===== config.mk =====
export PLATFORM = sky130hd
export DESIGN_NAME = warp_mem_arbiter_flat
export DESIGN_NICKNAME = d
export VERILOG_FILES = /design/src/rtl/warp_mem_arbiter_if.sv /design/src/rtl/warp_mem_arbiter.sv /design/src/flat_wrapper.sv
export SDC_FILE = /design/constraint.sdc
export NUM_CORES = 1
export LEC_CHECK = 0
export BUFFER_PORTS_ARGS = -buffer_cell sky130_fd_sc_hd__buf_2
export CORE_AREA = 4 4 289 291
export CTS_BUF_LIST = sky130_fd_sc_hd__clkbuf_8
export CTS_CLUSTER_DIAMETER = 60
export DETAILED_ROUTE_END_ITERATION = 6
export DIE_AREA = 0 0 293 295
export PLACE_DENSITY = 0.4
export REMOVE_ABC_BUFFERS = 1
export SLEW_MARGIN = 20
export SYNTH_ARGS = -nofsm -noshare
export SYNTH_HDL_FRONTEND = slang
export SYNTH_SLANG_ARGS = --single-unit
export TNS_END_PERCENT = 100

===== constraint.sdc =====
create_clock -name clk -period 8.6 [get_ports clk]
set_input_delay 2.15 -clock clk [delete_from_list [all_inputs] [get_ports clk]]
set_output_delay 2.15 -clock clk [all_outputs]
set_load 0.05 [all_outputs]

===== src/rtl/warp_mem_arbiter_if.sv =====
// ============================================================================
// Module   : warp_mem_arbiter_if
// Brief    : Requester-side and memory-side bus bundle for warp_mem_arbiter.
// Revision : 1.0
// ============================================================================
`default_nettype none

interface warp_mem_arbiter_if #(
    parameter int NUM_REQ    = 9,
    parameter int ADDR_WIDTH = 32,
    parameter int DATA_WIDTH = 32
);
    logic [NUM_REQ-1:0]            req_valid;
    logic [NUM_REQ-1:0]            req_ready;
    logic [NUM_REQ*ADDR_WIDTH-1:0] req_addr;
    logic [NUM_REQ-1:0]            req_write;
    logic [NUM_REQ*DATA_WIDTH-1:0] req_wdata;
    logic [NUM_REQ-1:0]            resp_valid;
    logic [DATA_WIDTH-1:0]         resp_data;
    logic                          mem_req_valid;
    logic                          mem_req_ready;
    logic [ADDR_WIDTH-1:0]         mem_req_addr;
    logic                          mem_req_write;
    logic [DATA_WIDTH-1:0]         mem_req_data;
    logic                          mem_resp_valid;
    logic                          mem_resp_ready;
    logic [DATA_WIDTH-1:0]         mem_resp_data;

    // The arbiter itself.
    modport slave (
        input  req_valid, req_addr, req_write, req_wdata,
        input  mem_req_ready, mem_resp_valid, mem_resp_data,
        output req_ready, resp_valid, resp_data,
        output mem_req_valid, mem_req_addr, mem_req_write, mem_req_data,
        output mem_resp_ready
    );

    // The surrounding requesters and memory.
    modport master (
        output req_valid, req_addr, req_write, req_wdata,
        output mem_req_ready, mem_resp_valid, mem_resp_data,
        input  req_ready, resp_valid, resp_data,
        input  mem_req_valid, mem_req_addr, mem_req_write, mem_req_data,
        input  mem_resp_ready
    );
endinterface

`default_nettype wire


===== src/rtl/warp_mem_arbiter.sv =====
// ============================================================================
// Module   : warp_mem_arbiter
// Brief    : Round-robin (optional fetch-priority) arbiter sharing one memory
//            port between fetch and lane requesters, one transaction in flight.
// Revision : 1.0
// ============================================================================
`default_nettype none

module warp_mem_arbiter #(
    parameter int NUM_REQ        = 9,
    parameter int ADDR_WIDTH     = 32,
    parameter int DATA_WIDTH     = 32,
    parameter int FETCH_PRIORITY = 1,
    parameter int TIMEOUT_CYCLES = 256
) (
    input  wire logic                       clk,
    input  wire logic                       rst,
    warp_mem_arbiter_if.slave               bus,
    input  wire logic                       clr_err,
    output logic                            busy,
    output logic [$clog2(NUM_REQ)-1:0]      grant_id,
    output logic                            err_timeout
);
    localparam int IDX_W = $clog2(NUM_REQ);
    localparam int CNT_W = $clog2(TIMEOUT_CYCLES + 1);
    localparam logic [IDX_W:0]   C_NUM_REQ  = (IDX_W + 1)'(NUM_REQ);
    localparam logic [IDX_W-1:0] C_LAST_IDX = IDX_W'(NUM_REQ - 1);
    localparam logic [CNT_W-1:0] C_CNT_LAST = CNT_W'(TIMEOUT_CYCLES - 1);

    typedef enum logic [1:0] {
        ST_IDLE = 2'd0,
        ST_REQ  = 2'd1,
        ST_WAIT = 2'd2
    } state_t;

    state_t                  state_q,      state_d;
    logic [IDX_W-1:0]        ptr_q,        ptr_d;
    logic [IDX_W-1:0]        grant_q,      grant_d;
    logic [ADDR_WIDTH-1:0]   addr_q,       addr_d;
    logic                    write_q,      write_d;
    logic [DATA_WIDTH-1:0]   wdata_q,      wdata_d;
    logic [NUM_REQ-1:0]      resp_valid_q, resp_valid_d;
    logic [DATA_WIDTH-1:0]   resp_data_q,  resp_data_d;
    logic                    err_q,        err_d;
    logic [CNT_W-1:0]        cnt_q,        cnt_d;

    logic [ADDR_WIDTH-1:0]   addr_arr  [NUM_REQ];
    logic [DATA_WIDTH-1:0]   wdata_arr [NUM_REQ];

    genvar gi;
    generate
        for (gi = 0; gi < NUM_REQ; gi++) begin : g_unpack
            assign addr_arr[gi]  = bus.req_addr[gi*ADDR_WIDTH +: ADDR_WIDTH];
            assign wdata_arr[gi] = bus.req_wdata[gi*DATA_WIDTH +: DATA_WIDTH];
        end
    endgenerate

    logic                    any_valid;
    logic                    found;
    logic [IDX_W-1:0]        winner;
    logic [IDX_W:0]          scan_sum;
    logic [IDX_W-1:0]        scan_idx;

    // Scan from the pointer with an explicit modulo wrap so non-power-of-two
    // requester counts never alias through bit truncation.
    always_comb begin
        any_valid = |bus.req_valid;
        found     = 1'b0;
        winner    = '0;
        scan_sum  = '0;
        scan_idx  = '0;
        if ((FETCH_PRIORITY != 0) && bus.req_valid[0]) begin
            found  = 1'b1;
            winner = '0;
        end
        for (int k = 0; k < NUM_REQ; k++) begin
            scan_sum = {1'b0, ptr_q} + (IDX_W + 1)'(k);
            if (scan_sum >= C_NUM_REQ) begin
                scan_sum = scan_sum - C_NUM_REQ;
            end
            scan_idx = scan_sum[IDX_W-1:0];
            if (!found && bus.req_valid[scan_idx]) begin
                found  = 1'b1;
                winner = scan_idx;
            end
        end
    end

    logic timeout_hit;

    always_comb begin
        state_d      = state_q;
        ptr_d        = ptr_q;
        grant_d      = grant_q;
        addr_d       = addr_q;
        write_d      = write_q;
        wdata_d      = wdata_q;
        resp_valid_d = '0;
        resp_data_d  = resp_data_q;
        cnt_d        = '0;
        timeout_hit  = 1'b0;

        case (state_q)
            ST_IDLE: begin
                if (any_valid) begin
                    addr_d  = addr_arr[winner];
                    write_d = bus.req_write[winner];
                    wdata_d = wdata_arr[winner];
                    grant_d = winner;
                    ptr_d   = (winner == C_LAST_IDX) ? '0 : winner + IDX_W'(1);
                    state_d = ST_REQ;
                end
            end
            ST_REQ: begin
                if (bus.mem_req_ready) begin
                    state_d = write_q ? ST_IDLE : ST_WAIT;
                end
            end
            ST_WAIT: begin
                if (bus.mem_resp_valid) begin
                    resp_data_d  = bus.mem_resp_data;
                    resp_valid_d = NUM_REQ'(1) << grant_q;
                    state_d      = ST_IDLE;
                end else if (cnt_q == C_CNT_LAST) begin
                    timeout_hit  = 1'b1;
                    resp_data_d  = '0;
                    resp_valid_d = NUM_REQ'(1) << grant_q;
                    state_d      = ST_IDLE;
                end else begin
                    cnt_d = cnt_q + CNT_W'(1);
                end
            end
            default: state_d = ST_IDLE;
        endcase

        // A timeout in the same cycle as a clear leaves the flag set.
        err_d = clr_err ? 1'b0 : err_q;
        if (timeout_hit) begin
            err_d = 1'b1;
        end
    end

    always_ff @(posedge clk or posedge rst) begin
        if (rst) begin
            state_q      <= ST_IDLE;
            ptr_q        <= '0;
            grant_q      <= '0;
            addr_q       <= '0;
            write_q      <= 1'b0;
            wdata_q      <= '0;
            resp_valid_q <= '0;
            resp_data_q  <= '0;
            err_q        <= 1'b0;
            cnt_q        <= '0;
        end else begin
            state_q      <= state_d;
            ptr_q        <= ptr_d;
            grant_q      <= grant_d;
            addr_q       <= addr_d;
            write_q      <= write_d;
            wdata_q      <= wdata_d;
            resp_valid_q <= resp_valid_d;
            resp_data_q  <= resp_data_d;
            err_q        <= err_d;
            cnt_q        <= cnt_d;
        end
    end

    assign bus.req_ready      = (state_q == ST_IDLE && any_valid && !rst)
                                ? (NUM_REQ'(1) << winner) : '0;
    assign bus.resp_valid     = resp_valid_q;
    assign bus.resp_data      = resp_data_q;
    assign bus.mem_req_valid  = (state_q == ST_REQ);
    assign bus.mem_req_addr   = addr_q;
    assign bus.mem_req_write  = write_q;
    assign bus.mem_req_data   = wdata_q;
    assign bus.mem_resp_ready = (state_q == ST_WAIT);
    assign busy               = (state_q != ST_IDLE);
    assign grant_id           = grant_q;
    assign err_timeout        = err_q;

endmodule

`default_nettype wire


===== src/flat_wrapper.sv =====
// flat-port wrapper written by rule: the top's interface ports become plain ports
module warp_mem_arbiter_flat 
#(
    parameter int NUM_REQ        = 9,
    parameter int ADDR_WIDTH     = 32,
    parameter int DATA_WIDTH     = 32,
    parameter int FETCH_PRIORITY = 1,
    parameter int TIMEOUT_CYCLES = 256
)
  (clk, rst, clr_err, busy, grant_id, err_timeout, bus_req_valid, bus_req_addr, bus_req_write, bus_req_wdata, bus_mem_req_ready, bus_mem_resp_valid, bus_mem_resp_data, bus_req_ready, bus_resp_valid, bus_resp_data, bus_mem_req_valid, bus_mem_req_addr, bus_mem_req_write, bus_mem_req_data, bus_mem_resp_ready);
  warp_mem_arbiter_if #(.NUM_REQ(NUM_REQ), .ADDR_WIDTH(ADDR_WIDTH), .DATA_WIDTH(DATA_WIDTH)) bus_i ();
  input  wire logic clk;
  input  wire logic rst;
  input  wire logic clr_err;
  output logic busy;
  output logic [$clog2(NUM_REQ)-1:0] grant_id;
  output logic err_timeout;
  input wire logic [$bits(bus_i.req_valid)-1:0] bus_req_valid;
  input wire logic [$bits(bus_i.req_addr)-1:0] bus_req_addr;
  input wire logic [$bits(bus_i.req_write)-1:0] bus_req_write;
  input wire logic [$bits(bus_i.req_wdata)-1:0] bus_req_wdata;
  input wire logic [$bits(bus_i.mem_req_ready)-1:0] bus_mem_req_ready;
  input wire logic [$bits(bus_i.mem_resp_valid)-1:0] bus_mem_resp_valid;
  input wire logic [$bits(bus_i.mem_resp_data)-1:0] bus_mem_resp_data;
  output wire logic [$bits(bus_i.req_ready)-1:0] bus_req_ready;
  output wire logic [$bits(bus_i.resp_valid)-1:0] bus_resp_valid;
  output wire logic [$bits(bus_i.resp_data)-1:0] bus_resp_data;
  output wire logic [$bits(bus_i.mem_req_valid)-1:0] bus_mem_req_valid;
  output wire logic [$bits(bus_i.mem_req_addr)-1:0] bus_mem_req_addr;
  output wire logic [$bits(bus_i.mem_req_write)-1:0] bus_mem_req_write;
  output wire logic [$bits(bus_i.mem_req_data)-1:0] bus_mem_req_data;
  output wire logic [$bits(bus_i.mem_resp_ready)-1:0] bus_mem_resp_ready;
  assign bus_i.req_valid = bus_req_valid;
  assign bus_i.req_addr = bus_req_addr;
  assign bus_i.req_write = bus_req_write;
  assign bus_i.req_wdata = bus_req_wdata;
  assign bus_i.mem_req_ready = bus_mem_req_ready;
  assign bus_i.mem_resp_valid = bus_mem_resp_valid;
  assign bus_i.mem_resp_data = bus_mem_resp_data;
  assign bus_req_ready = bus_i.req_ready;
  assign bus_resp_valid = bus_i.resp_valid;
  assign bus_resp_data = bus_i.resp_data;
  assign bus_mem_req_valid = bus_i.mem_req_valid;
  assign bus_mem_req_addr = bus_i.mem_req_addr;
  assign bus_mem_req_write = bus_i.mem_req_write;
  assign bus_mem_req_data = bus_i.mem_req_data;
  assign bus_mem_resp_ready = bus_i.mem_resp_ready;
  warp_mem_arbiter #(.NUM_REQ(NUM_REQ), .ADDR_WIDTH(ADDR_WIDTH), .DATA_WIDTH(DATA_WIDTH), .FETCH_PRIORITY(FETCH_PRIORITY), .TIMEOUT_CYCLES(TIMEOUT_CYCLES)) u_core (.clk(clk), .rst(rst), .bus(bus_i), .clr_err(clr_err), .busy(busy), .grant_id(grant_id), .err_timeout(err_timeout));
endmodule

==> results.sh, run 1 <==
export IMPL_status="finished clean"
export IMPL_cts_tree="done"
export IMPL_place_area_mm2=0.0181
export IMPL_cts_root_buffer="clkbuf_8"
export IMPL_cellPowerDensity_mw_per_mm2=613
export IMPL_start_util_pct=16.5
export IMPL_die_y_um=295
export IMPL_post_cts_resized=0
export IMPL_num_nets_final=2884
export IMPL_yosysWarnings=0
export IMPL_switchingPower_mw=6.86
export IMPL_antenna_found_initial=59
export IMPL_switching_share_pct=60.1
export IMPL_firstDrtPassIters=7
export IMPL_ys_ff_latch=126
export IMPL_max_slew_margin_pct=31.8
export IMPL_avgViaCountPerCell=4.88
export IMPL_place_hpwl_mm=75.0
export IMPL_min_path_type="reg2reg"
export IMPL_p_int_mw=4.55
export IMPL_crit_path_max_fanout=14
export IMPL_syn_area_mm2=0.0133
export IMPL_power_frac_clock_pct=5.1
export IMPL_clk_pin_slew_ns=0.13
export IMPL_synth_seq_area_share_pct=23.8
export IMPL_routedWlPerCell_um=27.5
export IMPL_gr_total_overflow=0
export IMPL_multiInputGateArea_mm2=0.00936
export IMPL_fin_area_mm2=0.0186
export IMPL_fill_cells=8969
export IMPL_area_growth_pct=40.2
export IMPL_coreArea_mm2=0.0805
export IMPL_power_share_combinational_pct=85.8
export IMPL_setup_viol=0
export IMPL_io_pins=754
export IMPL_clock_fmax_ghz=0.123
export IMPL_synth_edf_count=0
export IMPL_power_mw=11.4
export IMPL_syn_area_per_cell_um2=8.64
export IMPL_crit_type="reg2out"
export IMPL_grt_pass1_vias=16100
export IMPL_synth_top_cells_by_count="209 x mux2i_1, 151 x nand2_1, 126 x dfrtp_1, 87 x nand3_1, 69 x mux2_2"
export IMPL_leakage_nw=8.91
export IMPL_io_buffers=753
export IMPL_seqPwrFrac_pct=9.1
export IMPL_ant_nets=0
export IMPL_max_vdd_ir_drop_uv=624
export IMPL_yosysTopAreaCell="dfrtp_1"
export IMPL_worstRegToRegCells=19
export IMPL_drt_wl_total_mm=91.3
export IMPL_htreeDepth=4
export IMPL_cp_arrival_ns=5.96
export IMPL_ff_latch_area_mm2=0.00315
export IMPL_drc_errors=0
export IMPL_synthFlopType="dfrtp_1"
export IMPL_synthDominantCellAreaShare_pct=23.8
export IMPL_die_x_um=293
export IMPL_syn_inst=1536
export IMPL_cts_made_buffers=17
export IMPL_finalHoldViolCount=0
export IMPL_drtIter0Drc=1354
export IMPL_cts_path_max_buffers=2
export IMPL_yosysMostFrequentCell="mux2i_1"
export IMPL_hp_start="u_core.cnt_q[0]"
export IMPL_slew_violations=0
export IMPL_fin_crit_sh_pct=94.3
export IMPL_grt_max_degree=100
export IMPL_fin_crit_ns=8.11
export IMPL_end_kind="output pin"
export IMPL_dieArea_mm2=0.0864
export IMPL_gp_congestion=0.957
export IMPL_synth_distinct_cells=107
export IMPL_grt_pass1_wl_mm=123
export IMPL_drv_cap=0
export IMPL_drive_gt1_share_pct=43.3
export IMPL_insertion_delay_ns=0.53
export IMPL_postCtsHoldBufs=0
export IMPL_critPathLaunchType="flip-flop"
export IMPL_worstPathRequired_ns=6.45
export IMPL_fin_worst_skew_ns=0.0402
export IMPL_worstReg2RegStart="u_core.ptr_q[1]"
export IMPL_synthTopCellsByArea="dfrtp_1 24%, mux2i_1 16%, mux2_2 5.9%"
export IMPL_setup_worst_path_start="u_core.ptr_q[1]"
export IMPL_synthArstFlopShare_pct=100
export IMPL_cts_sinks=126
export IMPL_grtUsageTotal_pct=19.8
export IMPL_rsz0062_at_grt="false"
export IMPL_row_count=104
export IMPL_vias=16200
export IMPL_tightest_slew_ns=1.02
export IMPL_holdPathStages=1
export IMPL_post_cts_buffers=0
placed cells by master (no fill, tap or decap), types with 10 or more instances in the layout:
cell type    n
buf_2      753
mux2i_1    209
nand2_1    151
dfrtp_1    125
nand3_1     86
mux2_2      69
nor2_1      60
o21ai_0     54
a22oi_1     50
buf_4       44
o21ai_1     40
o22ai_1     39
a22o_1      33
o32a_1      32
a21oi_1     28
a221oi_1    27
nor3_1      27
diode_2     24
ha_1        24
inv_1       22
o211ai_1    20
xnor2_1     18
a211oi_1    18
clkbuf_8    17
nand2b_1    16
a221o_1     15
nor4_1      11
a31oi_1     10
nor2b_1     10
metal layers:
layer,track usage [%],routed length (um)
met2,32.4,43300
met5,0,127
met4,5.83,2210
met3,5.00,7790
met1,25.7,37900
stage by stage:
| stage | utilization, % | hold WS [ns] | std cells | worst slack, ns | setup TNS (ns) |
|---|---|---|---|---|---|
| after detailed placement | 22.5 | 0.486 | 3269 | 0.891 | 0 |
| after floorplan | - | 0.455 | 1408 | -10.14 | -486.01 |
| after CTS | 23.0 | 0.500 | 3301 | 0.470 | 0 |
| after global placement | 22.5 | 0.478 | 3269 | 0.884 | 0 |
| after global routing | 23.1 | 0.518 | 3316 | 0.0918 | 0 |
| final | 23.1 | 0.491 | 3326 | 0.486 | 0 |
path summary, 6_finish.rpt:
check,end,slack [ns]
min in group asynchronous,u_core.ptr_q[1],1.73
max,bus_req_ready[2],0.49
min,u_core.cnt_q[0],0.49
max in group asynchronous,u_core.bus.resp_data[18],5.63
max reg2reg,u_core.bus.mem_req_addr[22],1.88
min reg2reg,u_core.cnt_q[0],0.49
critical path: stages, from the launching register on:
cell      delay, ns
dfrtp_1        0.40
inv_1          0.46
ha_1           0.66
nand2b_1       0.26
a21o_1         0.31
mux2i_1        0.59
nor3b_1        0.15
o221ai_1       0.31
and3_1         0.26
and4_4         0.25
nand2_2        0.10
or4_4          0.58
nand2_4        0.24
nand2_2        0.12
nor4_1         0.35
buf_2          0.35
area by class of cell:
class	count	area share (%)
Tap cell	1060	7.13
Clock inverter	15	0.794
Antenna cell	24	0.323
Inverter	30	0.673
Timing Repair Buffer	802	22.6
Multi-Input combinational cell	1252	50.3
Sequential cell	126	17.0
Clock buffer	17	1.26
power by group through the flow:
stage / Sequential, mW / Clock (mW) / Combinational [mW]
after floorplan: 1.86 / 0 / 5.69
after global placement: 1.05 / 0 / 9.81
after detailed placement: 1.05 / 0 / 9.83
after CTS: 1.04 / 0.619 / 9.86
after global routing: 1.07 / 0.630 / 10.5
final: 1.04 / 0.579 / 9.79
state kept, by name, summed over array words and instances (netlist names):
signal / cells
u_core.err_timeout: 1
u_core.bus.resp_valid: 9
u_core.bus.mem_req_addr: 32
u_core.grant_id: 4
u_core.cnt_q: 9
u_core.ptr_q: 4
u_core.bus.mem_req_data: 32
u_core.bus.mem_req_write: 1
u_core.bus.resp_data: 32
u_core.state_q: 2
cell families after synthesis:
family | after synthesis | share of synthesized area (%)
compound gates | 478 | 27.3
xor+xnor | 29 | 2.14
fa+ha+maj | 24 | 2.26
buf+inv | 158 | 6.27
flops | 126 | 23.8
mux | 284 | 22.2
simple gates | 437 | 16.1
Power figures use the tool's default switching activity.
==> run 2, diff against run 1 <==
--- a/config.mk
+++ b/config.mk
@@ -6,12 +6,15 @@
 export NUM_CORES = 1
 export LEC_CHECK = 0
 export BUFFER_PORTS_ARGS = -buffer_cell sky130_fd_sc_hd__buf_2
-export CORE_AREA = 4 4 289 291
+export CELL_PAD_IN_SITES_DETAIL_PLACEMENT = 1
+export CELL_PAD_IN_SITES_GLOBAL_PLACEMENT = 1
+export CORE_AREA = 4 4 293 295
 export CTS_BUF_LIST = sky130_fd_sc_hd__clkbuf_8
 export CTS_CLUSTER_DIAMETER = 60
 export DETAILED_ROUTE_END_ITERATION = 6
-export DIE_AREA = 0 0 293 295
-export PLACE_DENSITY = 0.4
+export DIE_AREA = 0 0 297 299
+export GPL_TIMING_DRIVEN = 1
+export PLACE_DENSITY = 0.52
 export REMOVE_ABC_BUFFERS = 1
 export SLEW_MARGIN = 20
 export SYNTH_ARGS = -nofsm -noshare
==> constraint.sdc (replaced) <==
create_clock -name clk -period 6.6 [get_ports clk]
set_input_delay 1.65 -clock clk [delete_from_list [all_inputs] [get_ports clk]]
set_output_delay 1.65 -clock clk [all_outputs]
set_load 0.05 [all_outputs]
==> run 2 against run 1 <==
- flip-flop and latch count is the same
- utilization increased by 1.2 points
- sequential share of layout area decreased by 1.3 points
- non-clock buffer count rose by 116
- cell count is 3.9% higher
- critical path depth did not move
- first-iteration DRC count shrank 19%
- total power grew 45%
- worst setup slack lost 0.38 ns
- critical endpoint is now bus_req_ready[7]
- largest cell class unchanged
- largest power group unchanged
- highest routed layer unchanged
==> results.sh, run 2 (synthesized netlist as in run 1, its figures left out) <==
export IMPL_status="finished clean"
export IMPL_fin_worst_skew_ns=0.0502
export IMPL_pre_cts_ws_ns=-0.0435
export IMPL_path_buf_inv=4
export IMPL_end_kind="output pin"
export IMPL_layout_common_cells="744 x buf_2, 204 x mux2i_1, 151 x nand2_1, 151 x buf_4, 124 x dfrtp_1"
export IMPL_cp_arrival_ns=4.84
export IMPL_power_share_combinational_pct=86.9
export IMPL_cts_made_buffers=17
export IMPL_p_int_mw=6.91
export IMPL_min_path_type="reg2reg"
export IMPL_cts_root_buffer="clkbuf_8"
export IMPL_fill_cells=10000
export IMPL_hold_worst_slack_ns=0.507
export IMPL_cp_slowest_cell="mux2_2"
export IMPL_leakage_nw=9.63
export IMPL_grtUsageTotal_pct=20.4
export IMPL_power_frac_clock_pct=4.9
export IMPL_globalRouteMet1Util_pct=27.2
export IMPL_path_delay_family="compound AO/OA/AOI/OAI gates"
export IMPL_place_hpwl_mm=78.1
export IMPL_io_buffers=753
export IMPL_gr_total_overflow=0
export IMPL_cts_path_max_buffers=2
export IMPL_hp_start="u_core.cnt_q[0]"
export IMPL_drt_wl_total_mm=95.8
export IMPL_gp_congestion=0.959
export IMPL_die_x_um=297
export IMPL_top_usage_layer="met2"
export IMPL_cts_sinks=126
export IMPL_worstReg2RegStart="u_core.ptr_q[1]"
export IMPL_area_growth_pct=52.4
export IMPL_finalHoldViolCount=0
export IMPL_switching_share_pct=58.2
export IMPL_critPathMaxStageDelay_ns=0.35
export IMPL_cts_tree="done"
export IMPL_slew_violations=0
export IMPL_use_met3_pct=4.87
export IMPL_vias=16800
export IMPL_tightest_slew_ns=1.06
export IMPL_use_met2_pct=33.1
export IMPL_worstPathCellList="buf_2 > buf_4 > o31ai_1 > nand3_1 > a22oi_1 > o211a_1 > o211a_1 > mux2_2 > o22ai_1 > o32ai_4 > inv_2 > ha_2 > ha_2 > nor3b_4 > buf_6"
export IMPL_fin_crit_sh_pct=98.4
export IMPL_routedWlPerCell_um=27.7
export IMPL_fin_ws_ns=0.106
export IMPL_ant_nets=0
export IMPL_grt_pass1_wl_mm=133
export IMPL_setup_viol=0
export IMPL_crit_path_max_fanout=8
export IMPL_coreArea_mm2=0.0832
export IMPL_num_nets_final=3000
export IMPL_reg2reg_setup_slack_ns=0.98
export IMPL_grt_pass1_vias=17600
export IMPL_drv_cap=0
export IMPL_clk_pin_slew_ns=0.15
export IMPL_crit_type="in2out"
export IMPL_insertion_delay_ns=0.56
export IMPL_htreeDepth=4
export IMPL_seqPwrFrac_pct=8.2
export IMPL_tns_ns=0
export IMPL_drive_gt1_share_pct=49.1
export IMPL_worstPathRequired_ns=4.95
export IMPL_max_slew_margin_pct=29.2
export IMPL_dieArea_mm2=0.0888
export IMPL_clock_fmax_ghz=0.154
export IMPL_antenna_found_initial=40
export IMPL_worstReg2RegEnd="u_core.bus.mem_req_data[21]"
export IMPL_worstRegToRegCells=21
export IMPL_final_common_cell="buf_2"
export IMPL_row_count=106
export IMPL_rsz0062_at_grt="true"
export IMPL_drc_errors=0
export IMPL_cellPowerDensity_mw_per_mm2=818
export IMPL_fin_crit_ns=6.49
export IMPL_grt_max_degree=124
export IMPL_max_vdd_ir_drop_uv=1080
export IMPL_firstDrtPassIters=5
export IMPL_min_to="u_core.cnt_q[0]"
export IMPL_die_y_um=299
export IMPL_avgViaCountPerCell=4.85
export IMPL_start_util_pct=16.0
export IMPL_holdPathStages=1
export IMPL_critPathLaunchType="input port"
export IMPL_drtIter0Drc=1103
export IMPL_switchingPower_mw=9.62
export IMPL_io_pins=754
## run 2: cell types whose count changed in the layout (fill, tap and decap cells not counted), moves of 7 or more
cell     previous run  this run
buf_4              44       151
buf_6               1        13
ha_1               24        12
buf_2             753       744
diode_2            24        17
ha_2                0         7
## run 2: per-stage QoR
step	power (mW)	util (%)	cells	area, um^2
after floorplan	9.42	-	1408	12600
after global placement	14.9	22.7	3384	18900
after detailed placement	15.0	22.7	3384	18900
after CTS	16.1	23.6	3423	19600
after global routing	17.6	24.3	3443	20200
final	16.5	24.3	3455	20200
## run 2: cell type report
class | instances | area [um^2] | share of cell area (%)
Multi-Input combinational cell | 1252 | 9910 | 49.0
Timing Repair Buffer | 918 | 5210 | 25.8
Sequential cell | 126 | 3160 | 15.6
Tap cell | 1080 | 1350 | 6.68
Clock buffer | 17 | 234 | 1.16
Clock inverter | 15 | 189 | 0.934
Inverter | 30 | 133 | 0.656
Antenna cell | 17 | 42.5 | 0.210
## run 2: worst reg2reg max path, cell delays in order, from the launching register on
cell and delay (ns):
dfrtp_1 0.43, inv_2 0.13, buf_6 0.16, ha_1 0.20, buf_12 0.17, xor2_2 0.19
buf_4 0.21, nor2_1 0.07, o21a_2 0.27, a31o_1 0.27, or3_1 0.36, a221oi_1 0.39
a211oi_2 0.13, buf_4 0.16, o32ai_4 0.16, buf_12 0.15, buf_4 0.30, buf_12 0.59
mux2i_1 0.40, mux2i_1 0.16, nor3_1 0.47, a211oi_1 0.10
## run 2: timing repair
action	4_1_cts	5_1_grt
setup endpoints to repair	9	9
hold buffers	0	0
gates cloned	0	1
gates resized for setup	54	88
pin swaps	4	20
buffers inserted	7	14
## run 2: how the worst max path moves through the flow
stage	start	end	slack (ns)	depth (start not counted)
global placement	bus_req_valid[3]	bus_req_ready[5]	0.05	15
global route	u_core.ptr_q[2]	bus_req_ready[7]	-0.04	19
finish	bus_req_valid[4]	bus_req_ready[7]	0.11	15
detailed placement	bus_req_valid[3]	bus_req_ready[0]	-0.04	15
CTS	u_core.ptr_q[0]	bus_req_ready[5]	-0.03	19
floorplan	u_core.ptr_q[0]	bus_req_ready[2]	-11.64	13
## run 2: layer usage
| metal | routed length [um] | part of all wire, % | vias up |
|---|---|---|---|
| met1 | 42400 | 44 | 8444 |
| met4 | 1780 | 1.9 | 12 |
| met2 | 44600 | 47 | 680 |
| li1 | - | - | 7537 |
| met5 | 84 | 0.088 | - |
| met3 | 7010 | 7.3 | 83 |
## run 2: power by group through the flow
stage               Combinational [mW]  Clock [mW]  Sequential [mW]
floorplan                         7.00           0             2.42
global placement                  13.5           0             1.37
detailed placement                13.6           0             1.38
CTS                               13.9       0.844             1.36
global route                      15.3       0.872             1.40
finish                            14.4       0.803             1.36
==> run 3, diff against run 2 <==
==> constraint.sdc (replaced) <==
create_clock -name clk -period 6.6 [get_ports clk]
set_input_delay 1.65 -clock clk [delete_from_list [all_inputs] [get_ports clk]]
set_output_delay 1.65 -clock clk [all_outputs]
set_load 0.02 [all_outputs]
==> run 3 against run 2 <==
- combinational power shrank 7%
- register-to-register slack lost 0.22 ns
- utilization shrank 0.32 points
- die area is the same
- flip-flop and latch count is the same
- critical endpoint is now bus_req_ready[5]
- critical path depth grew 3
- first-iteration DRC count grew 5.4%
- sequential share of layout area grew 0.21 points
==> results.sh, run 3 (synthesized netlist as in run 1, its figures left out) <==
export IMPL_fin_area_mm2=0.0200
export IMPL_setup_viol=0
export IMPL_gp_congestion=0.958
export IMPL_io_pins=754
export IMPL_clock_fmax_ghz=0.155
export IMPL_fin_ws_ns=0.152
export IMPL_layout_common_cells="748 x buf_2, 205 x mux2i_1, 151 x nand2_1"
export IMPL_routedWlPerCell_um=27.6
export IMPL_gr_total_overflow=0
export IMPL_io_buffers=753
export IMPL_cts_path_max_buffers=2
export IMPL_antenna_found_initial=44
export IMPL_drtIter0Drc=1163
export IMPL_switchingPower_mw=8.82
export IMPL_seqPwrFrac_pct=8.8
export IMPL_max_vdd_ir_drop_uv=1010
export IMPL_switching_share_pct=56.4
export IMPL_drc_errors=0
export IMPL_cts_tree="done"
export IMPL_worstReg2RegStart="u_core.ptr_q[1]"
export IMPL_max_slew_margin_pct=34.4
export IMPL_fill_cells=10000
export IMPL_die_y_um=299
export IMPL_setup_worst_path_start="u_core.ptr_q[1]"
export IMPL_fin_util_pct=24.0
export IMPL_cts_root_buffer="clkbuf_8"
export IMPL_vias=16600
export IMPL_min_path_type="reg2reg"
export IMPL_cts_made_buffers=17
export IMPL_dp_cells=3370
export IMPL_hold_worst_slack_ns=0.494
export IMPL_crit_type="reg2out"
export IMPL_critPathLaunchType="flip-flop"
export IMPL_num_nets_final=2978
export IMPL_grtUsageTotal_pct=20.4
export IMPL_htreeDepth=4
export IMPL_final_common_cell="buf_2"
export IMPL_pre_cts_ws_ns=0.123
export IMPL_power_frac_clock_pct=5.2
export IMPL_crit_path_max_fanout=7
export IMPL_end_kind="output pin"
export IMPL_finalHoldViolCount=0
export IMPL_place_area_mm2=0.0188
export IMPL_tns_ns=0
export IMPL_hp_start="u_core.cnt_q[0]"
export IMPL_dieArea_mm2=0.0888
export IMPL_power_mw=15.6
export IMPL_ant_nets=0
export IMPL_worstPathRequired_ns=4.95
export IMPL_grt_pass1_wl_mm=133
export IMPL_avgViaCountPerCell=4.85
export IMPL_cellPowerDensity_mw_per_mm2=783
export IMPL_p_int_mw=6.80
export IMPL_tightest_slew_ns=0.984
export IMPL_clk_pin_slew_ns=0.14
export IMPL_postCtsHoldBufs=0
export IMPL_grt_max_degree=102
export IMPL_fin_crit_sh_pct=97.7
export IMPL_die_x_um=297
export IMPL_finalNonFillerCells=3434
export IMPL_leakage_nw=9.48
export IMPL_row_count=106
export IMPL_area_growth_pct=50.4
export IMPL_drive_gt1_share_pct=48.8
export IMPL_insertion_delay_ns=0.54
export IMPL_slew_violations=0
export IMPL_cp_arrival_ns=4.80
export IMPL_drv_cap=0
export IMPL_status="finished clean"
export IMPL_drt_wl_total_mm=94.9
export IMPL_place_hpwl_mm=77.4
export IMPL_grt_pass1_vias=17600
export IMPL_fin_crit_ns=6.45
export IMPL_firstDrtPassIters=5
export IMPL_fin_worst_skew_ns=0.0431
export IMPL_start_util_pct=16.0
export IMPL_power_share_combinational_pct=86.0
export IMPL_cts_sinks=126
export IMPL_coreArea_mm2=0.0832
-- run 3: layer usage --
metal / vias to the layer above / global-route usage [%] / part of all wire (%) / wire, um
met1: 8305 / 26.7 / 43 / 41100
met5: - / 0 / 0.095 / 90
met2: 724 / 34.1 / 47 / 44700
li1: 7502 / - / - / -
met3: 95 / 4.90 / 7.5 / 7140
met4: 14 / 4.57 / 2.0 / 1910
-- run 3: path summary, 6_finish.rpt --
path	end	slack, ns	cells past startpoint
worst max-delay path	bus_req_ready[5]	0.15	18
worst min-delay path	u_core.cnt_q[0]	0.49	1
worst max register to register	u_core.bus.mem_req_data[23]	0.76	22
worst min register to register	u_core.cnt_q[0]	0.49	1
max in group asynchronous	u_core.bus.mem_req_addr[17]	4.01	3
min in group asynchronous	u_core.ptr_q[1]	1.30	2
-- run 3: repair_timing --
action | 4_1_cts | 5_1_grt
buffers inserted | 5 | 9
resized for setup | 37 | 89
cloned | 0 | 0
endpoints found under the setup margin | 9 | 9
pin swaps | 5 | 17
-- run 3: area by class of cell --
class,count,area (um^2),area share (%)
inverter,30,128,0.639
antenna,18,45.0,0.226
timing repair buffer,896,4990,25.0
multi-input combinational,1252,9880,49.5
tap,1080,1350,6.77
clock buffer,17,234,1.17
clock inverter,15,179,0.897
sequential,126,3160,15.8
-- run 3: power by group through the flow --
stage	clock network (mW)	logic, mW	registers [mW]
4_1_cts	0.854	13.1	1.37
2_1_floorplan	0	6.95	1.75
6_report	0.811	13.4	1.38
3_3_place_gp	0	12.7	1.37
3_5_place_dp	0	12.9	1.38
5_1_grt	0.883	14.4	1.41
-- run 3: critical path, cell delays in order, from the launching register on --
cell and delay [ns]:
dfrtp_1 0.47, inv_4 0.09, buf_4 0.17, ha_2 0.21
buf_4 0.16, a21bo_2 0.29, a21oi_4 0.32, mux2_2 0.40
a32oi_2 0.17, a211oi_2 0.06, buf_4 0.18, nor2b_4 0.16
o211a_1 0.30, or4_1 0.15, o31a_1 0.24, o21ai_4 0.12
or3_4 0.43, nor3_2 0.14, buf_4 0.17
